[config.mk]
export PLATFORM = sky130hd
export DESIGN_NAME = uart_rx_stream
export DESIGN_NICKNAME = d
export VERILOG_FILES = /design/src/rtl/uart_rx_pkg.sv /design/src/rtl/uart_byte_fifo.sv /design/src/rtl/uart_rx_stream.sv
export SDC_FILE = /design/constraint.sdc
export NUM_CORES = 1
export LEC_CHECK = 0
export CAP_MARGIN = 30
export CORE_MARGIN = 8
export CORE_UTILIZATION = 55
export CTS_BUF_LIST = sky130_fd_sc_hd__clkbuf_16
export DETAILED_ROUTE_END_ITERATION = 8
export PLACE_DENSITY_LB_ADDON = 0.15
export SLEW_MARGIN = 20
export SYNTH_ARGS = -nofsm -noshare
export SYNTH_HDL_FRONTEND = slang
export SYNTH_SLANG_ARGS = --single-unit
[constraint.sdc]
create_clock -name clk -period 5 [get_ports clk]
set_input_delay 1 -clock clk [delete_from_list [all_inputs] [get_ports clk]]
set_output_delay 1 -clock clk [all_outputs]
set_load 0.01 [all_outputs]
[src/rtl/uart_rx_pkg.sv]
// Shared types and constants for the UART receive stream.
// Parity support is selected in uart_rx_stream with the UART_RX_PARITY_EN macro.
package uart_rx_pkg;

   localparam int unsigned DataWidth = 8;
   localparam int unsigned SyncDepth = 2;

   typedef enum logic [2:0] {
      StIdle,
      StStart,
      StData,
      StParity,
      StStop,
      StBreak
   } state_t;

endpackage

[src/rtl/uart_byte_fifo.sv]
// Byte FIFO for the UART receiver. A pop frees a slot in the same cycle, so a push
// into a full FIFO is accepted when it coincides with a pop.
module uart_byte_fifo #(
   parameter int unsigned DEPTH = 16,
   parameter int unsigned WIDTH = 8
) (
   input  logic                        clk,
   input  logic                        resetn,
   input  logic                        push,
   input  logic [WIDTH-1:0]            wdata,
   input  logic                        pop,
   output logic [WIDTH-1:0]            rdata,
   output logic                        empty,
   output logic [$clog2(DEPTH+1)-1:0]  count,
   output logic                        overrun
);
   localparam int unsigned PtrW = $clog2(DEPTH);
   localparam int unsigned CntW = $clog2(DEPTH + 1);

   logic [WIDTH-1:0] mem [DEPTH];
   logic [PtrW-1:0]  wr_ptr;
   logic [PtrW-1:0]  rd_ptr;
   logic             full;
   logic             do_push;
   logic             do_pop;

   assign empty   = (count == '0);
   assign full    = (count == CntW'(DEPTH));
   assign do_pop  = pop && !empty;
   assign do_push = push && (!full || do_pop);
   // Head byte is forced to zero while empty so stale storage never leaks out.
   assign rdata   = empty ? '0 : mem[rd_ptr];

   always_ff @(posedge clk) begin
      if (do_push) mem[wr_ptr] <= wdata;
   end

   always_ff @(posedge clk or negedge resetn) begin
      if (!resetn) begin
         wr_ptr  <= '0;
         rd_ptr  <= '0;
         count   <= '0;
         overrun <= 1'b0;
      end else begin
         overrun <= push && !do_push;
         if (do_push) wr_ptr <= wr_ptr + 1'b1;
         if (do_pop)  rd_ptr <= rd_ptr + 1'b1;
         if (do_push && !do_pop)      count <= count + 1'b1;
         else if (!do_push && do_pop) count <= count - 1'b1;
      end
   end

endmodule

[src/rtl/uart_rx_stream.sv]
// 8N1 UART receiver feeding a valid/ready byte stream through a FIFO.
// Define UART_RX_PARITY_EN for 8E1 frames with parity checking.
module uart_rx_stream
   import uart_rx_pkg::*;
#(
   parameter int unsigned CLK_DIV    = 106,
   parameter int unsigned FIFO_DEPTH = 16
) (
   input  logic                             clk,
   input  logic                             resetn,
   input  logic                             ser_rx,
   output logic [DataWidth-1:0]             rd_data,
   output logic                             rd_valid,
   input  logic                             rd_ready,
   output logic [$clog2(FIFO_DEPTH+1)-1:0]  fifo_count,
   output logic                             frame_err,
   output logic                             overrun,
   output logic                             parity_err
);
   localparam int unsigned BitW = $clog2(CLK_DIV);
   localparam logic [BitW-1:0] HalfLast = BitW'(CLK_DIV / 2 - 1);
   localparam logic [BitW-1:0] FullLast = BitW'(CLK_DIV - 1);

   logic [SyncDepth-1:0] sync;
   logic                 rx;
   state_t               state;
   logic [BitW-1:0]      bit_cnt;
   logic [2:0]           bit_idx;
   logic [DataWidth-1:0] rx_byte;
   logic                 push;
   logic                 tick;
   logic                 empty;

   assign rx   = sync[SyncDepth-1];
   // The start state samples at mid-bit; every later sample is a full bit period on.
   assign tick = (state == StStart) ? (bit_cnt == HalfLast) : (bit_cnt == FullLast);

   always_ff @(posedge clk or negedge resetn) begin
      if (!resetn) sync <= '1;
      else         sync <= {sync[SyncDepth-2:0], ser_rx};
   end

`ifdef UART_RX_PARITY_EN
   logic par_bad;
`else
   assign parity_err = 1'b0;
`endif

   always_ff @(posedge clk or negedge resetn) begin
      if (!resetn) begin
         state      <= StIdle;
         bit_cnt    <= '0;
         bit_idx    <= '0;
         rx_byte    <= '0;
         push       <= 1'b0;
         frame_err  <= 1'b0;
`ifdef UART_RX_PARITY_EN
         par_bad    <= 1'b0;
         parity_err <= 1'b0;
`endif
      end else begin
         push      <= 1'b0;
         frame_err <= 1'b0;
`ifdef UART_RX_PARITY_EN
         parity_err <= 1'b0;
`endif
         if (state inside {StStart, StData, StParity, StStop}) begin
            bit_cnt <= tick ? '0 : bit_cnt + 1'b1;
         end
         case (state)
            StIdle: begin
               if (!rx) begin
                  state   <= StStart;
                  bit_cnt <= '0;
               end
            end
            StStart: begin
               if (tick) begin
                  state   <= rx ? StIdle : StData;
                  bit_idx <= '0;
               end
            end
            StData: begin
               if (tick) begin
                  rx_byte <= {rx, rx_byte[DataWidth-1:1]};
                  bit_idx <= bit_idx + 1'b1;
                  if (bit_idx == 3'(DataWidth - 1)) begin
`ifdef UART_RX_PARITY_EN
                     state <= StParity;
`else
                     state <= StStop;
`endif
                  end
               end
            end
`ifdef UART_RX_PARITY_EN
            StParity: begin
               if (tick) begin
                  par_bad <= (^rx_byte) != rx;
                  state   <= StStop;
               end
            end
`endif
            StStop: begin
               if (tick) begin
                  if (!rx) begin
                     frame_err <= 1'b1;
                     state     <= StBreak;
`ifdef UART_RX_PARITY_EN
                  end else if (par_bad) begin
                     parity_err <= 1'b1;
                     state      <= StIdle;
`endif
                  end else begin
                     push  <= 1'b1;
                     state <= StIdle;
                  end
               end
            end
            StBreak: begin
               if (rx) state <= StIdle;
            end
            default: state <= StIdle;
         endcase
      end
   end

   uart_byte_fifo #(
      .DEPTH (FIFO_DEPTH),
      .WIDTH (DataWidth)
   ) u_fifo (
      .clk     (clk),
      .resetn  (resetn),
      .push    (push),
      .wdata   (rx_byte),
      .pop     (rd_ready),
      .rdata   (rd_data),
      .empty   (empty),
      .count   (fifo_count),
      .overrun (overrun)
   );

   assign rd_valid = !empty;

endmodule

==> impl_metrics.py <==
metrics = {
    "placed_design": {
        "gp_congestion": 0.835,
        "placedInstanceArea_um2": 7440,
        "io_buffer_count": 19,
        "pre_cts_ws_ns": 1.28,
        "post-dp-hpwl_um": 8270,
    },
    "clock_tree": {
        "cts-root-buf": "clkbuf_16",
        "cts_buffer_depth": 2,
        "cts_tree": "done",
        "cts_resized": 0,
        "path_clk_slew_ns": 0.06,
        "h-tree-depth": 4,
        "clock-sinks": 167,
        "worstSkewPairLatency_ns": 0.42,
        "cts_buffers": 17,
        "cts_setup_buffers": 0,
        "holdBufCountCts": 0,
    },
    "critical_path": {
        "crit_fanout": 9,
        "worstPathArrival_ns": 2.96,
        "r2r_start": "u_fifo.count[1]",
        "path_class": "reg2out",
        "critPathLaunch": "u_fifo.rd_ptr[1]",
        "cp-start-kind": "register",
        "cp.required_ns": 4.00,
        "worst_setup_path_end_kind": "primary output",
        "ff2ff_path_depth": 10,
        "slowest_delay_ns": 0.68,
        "crit_chain": "buf_8, mux4_1, mux2_2, o21ai_1, a21oi_1, clkdlybuf4s50_1",
        "cp_slowest_cell": "dfrtp_1",
        "r2r-end": "u_fifo.count[4]",
        "critPathCapture": "rd_data[5]",
        "rrSetupSlack_ns": 1.87,
    },
    "synth": {
        "syn_area_per_cell_um2": 17.2,
        "synthesis.area_um2": 7110,
        "async_reset_ff_frac": 0.234,
        "synth-main-ff-cell": "edfxtp_1",
        "synth-seq-cells": 167,
        "synth_cells": 414,
        "synth_cell_type_count": 55,
        "synth_nets": 431,
        "ys_seq_area_frac": 0.679,
        "yosys_warnings": 0,
        "synth_edf_count": 128,
    },
    "floorplanning": {
        "rows": 41,
        "die_h_um": 130,
        "core_area_um2": 12600,
        "die_area_um2": 16800,
        "initial_core_util": 0.563,
        "io_pins": 21,
        "die_x_um": 130,
    },
    "route": {
        "drtIter0Drc": 266,
        "highest_layer": "met4",
        "dr.pass1.iters": 4,
        "met3WireLength_um": 625,
        "wire_per_inst_um": 20.6,
        "drc": 0,
        "antenna_left": 0,
        "wl_um": 13000,
        "viasPerCell": 5.72,
        "drt-met1-wl_um": 5920,
        "via_count": 3603,
        "met2_length_um": 6260,
    },
    "run_status": {
        "status": "finished, final reports clean",
    },
    "flow_run": {
        "max_cap_viol_count": 0,
    },
    "final_layout": {
        "fillers": 925,
        "finish.instance_area_um2": 8130,
        "synthToLayoutAreaGrowth_pct": 14.4,
        "drive_gt1_frac": 0.201,
        "post-route-util": 0.644,
        "finalNetCount": 462,
        "diodes": 0,
    },
    "timing": {
        "fin_tns_setup_ns": 0,
        "rsz0062_at_grt": "false",
        "setup_viol": 0,
        "max_freq_mhz": 252,
        "worstMarginPinSlew_ns": 0.900,
        "min_period_ns": 3.96,
        "maxSlewViolCount": 0,
        "period_share": 0.793,
        "relSlewSlack": 0.398,
        "hold_viol_final": 0,
        "worst_slack_ns": 1.04,
        "skew_ns": 0.00903,
    },
    "global_routing": {
        "grt_max_degree": 40,
        "grt_pass1_vias": 3817,
        "track_usage": 0.169,
        "gr-total-overflow": 0,
        "grt_pass1_wl_um": 20900,
        "antenna_found_initial": 0,
    },
    "power_and_ir_drop": {
        "p_per_area_nw_per_um2": 361,
        "vdd_drop_max_v": 0.000234,
        "p_total_w": 0.00294,
        "power.leakage_nw": 3.23,
    },
    "worst_hold_path": {
        "hold_class": "reg2reg",
    },
}
-- per-stage QoR --
| step | hold WS [ns] | std cells |
|---|---|---|
| 2_1_floorplan | 0.345 | 414 |
| 3_3_place_gp | 0.347 | 596 |
| 3_5_place_dp | 0.349 | 596 |
| 4_1_cts | 0.358 | 628 |
| 5_1_grt | 0.364 | 630 |
| 6_report | 0.357 | 630 |
-- synth_stat cells, types with 5 or more instances --
cell      instances  share of area
edfxtp_1        128           0.54
dfrtp_1          37           0.13
mux4_2           23          0.073
inv_1            19          0.010
a21oi_1          17          0.012
mux2_2           17          0.027
ha_1             12          0.021
o21ai_0          12         0.0085
nand2_1          11         0.0058
mux2i_1          10          0.014
mux4_1            9          0.033
nand3_1           9         0.0063
xor2_1            8         0.0099
nor2_1            7         0.0037
nor3_1            7         0.0049
xnor2_1           7         0.0086
nor4_1            6         0.0053
and2_1            5         0.0044
buf_4             5         0.0053
clkbuf_1          5         0.0026
-- state kept, by name, indices dropped and copies added (netlist names) --
name	count
u_fifo.mem	128
rx_byte	8
bit_cnt	7
u_fifo.count	5
u_fifo.rd_ptr	4
u_fifo.wr_ptr	4
bit_idx	3
state	3
sync	2
frame_err	1
push	1
u_fifo.overrun	1
-- kinds of logic after synthesis --
| logic type | Yosys count | synth area share |
|---|---|---|
| DFF | 167 | 0.679 |
| xor gates and xnor gates | 15 | 0.0185 |
| AOI/OAI and AO/OA | 48 | 0.0424 |
| buffers and inverters | 40 | 0.0319 |
| muxes | 60 | 0.149 |
| and+or+nand+nor | 70 | 0.0555 |
| adders and majority gates | 13 | 0.0239 |
| other | 1 | 0.000528 |
-- worst min-delay path by stage --
stage,from,end,cells after the start
global route,sync[0],sync[1],0
global placement,sync[0],sync[1],0
CTS,sync[0],sync[1],0
finish,sync[0],sync[1],0
floorplan,sync[0],sync[1],0
detailed placement,sync[0],sync[1],0
-- critical path, delay by kind of cell, from the launching register on --
family                 cells  cell delay, ns
flip-flops                 1            0.68
buffers and inverters      2            0.77
multiplexers               2            0.85
AO/OA/AOI/OAI              2            0.23
-- power breakdown --
part	leakage, nW	internal, W	switching (W)
combinational	0.909	0.00000354	0.00000796
sequential	2.00	0.00148	0.000000878
clock	0.320	0.000930	0.000516
total	3.23	0.00241	0.000524
-- cell type report --
| class | count | area [um2] | share of cell area |
|---|---|---|---|
| clock buffers | 17 | 425 | 0.0523 |
| clock inverters | 15 | 231 | 0.0285 |
| inverters | 20 | 75.1 | 0.00923 |
| multi-input cells | 207 | 2060 | 0.253 |
| flip-flops and latches | 167 | 4820 | 0.593 |
| well taps | 172 | 215 | 0.0265 |
| repair buffers | 32 | 303 | 0.0372 |
-- cells in the final DEF, fill, tap and decap left out, types with 8 or more instances in the layout --
cell	netlist	final
edfxtp_1	128	128
dfrtp_1	37	37
mux4_2	23	23
inv_1	19	19
clkdlybuf4s50_1	0	18
mux2_2	17	17
a21oi_1	17	17
clkbuf_16	0	17
o21ai_0	12	12
ha_1	12	12
nand2_1	11	11
buf_4	5	11
mux2i_1	10	10
mux4_1	9	9
nand3_1	9	9
xor2_1	8	8
-- per-layer routing --
layer  global-route usage  up-vias
met4               0.0594        0
met3               0.0468       12
met2                0.267       74
li1                     -     1680
met1                0.223     1837
met5                    0        -
No activity file was read; power rests on OpenSTA's default activity.
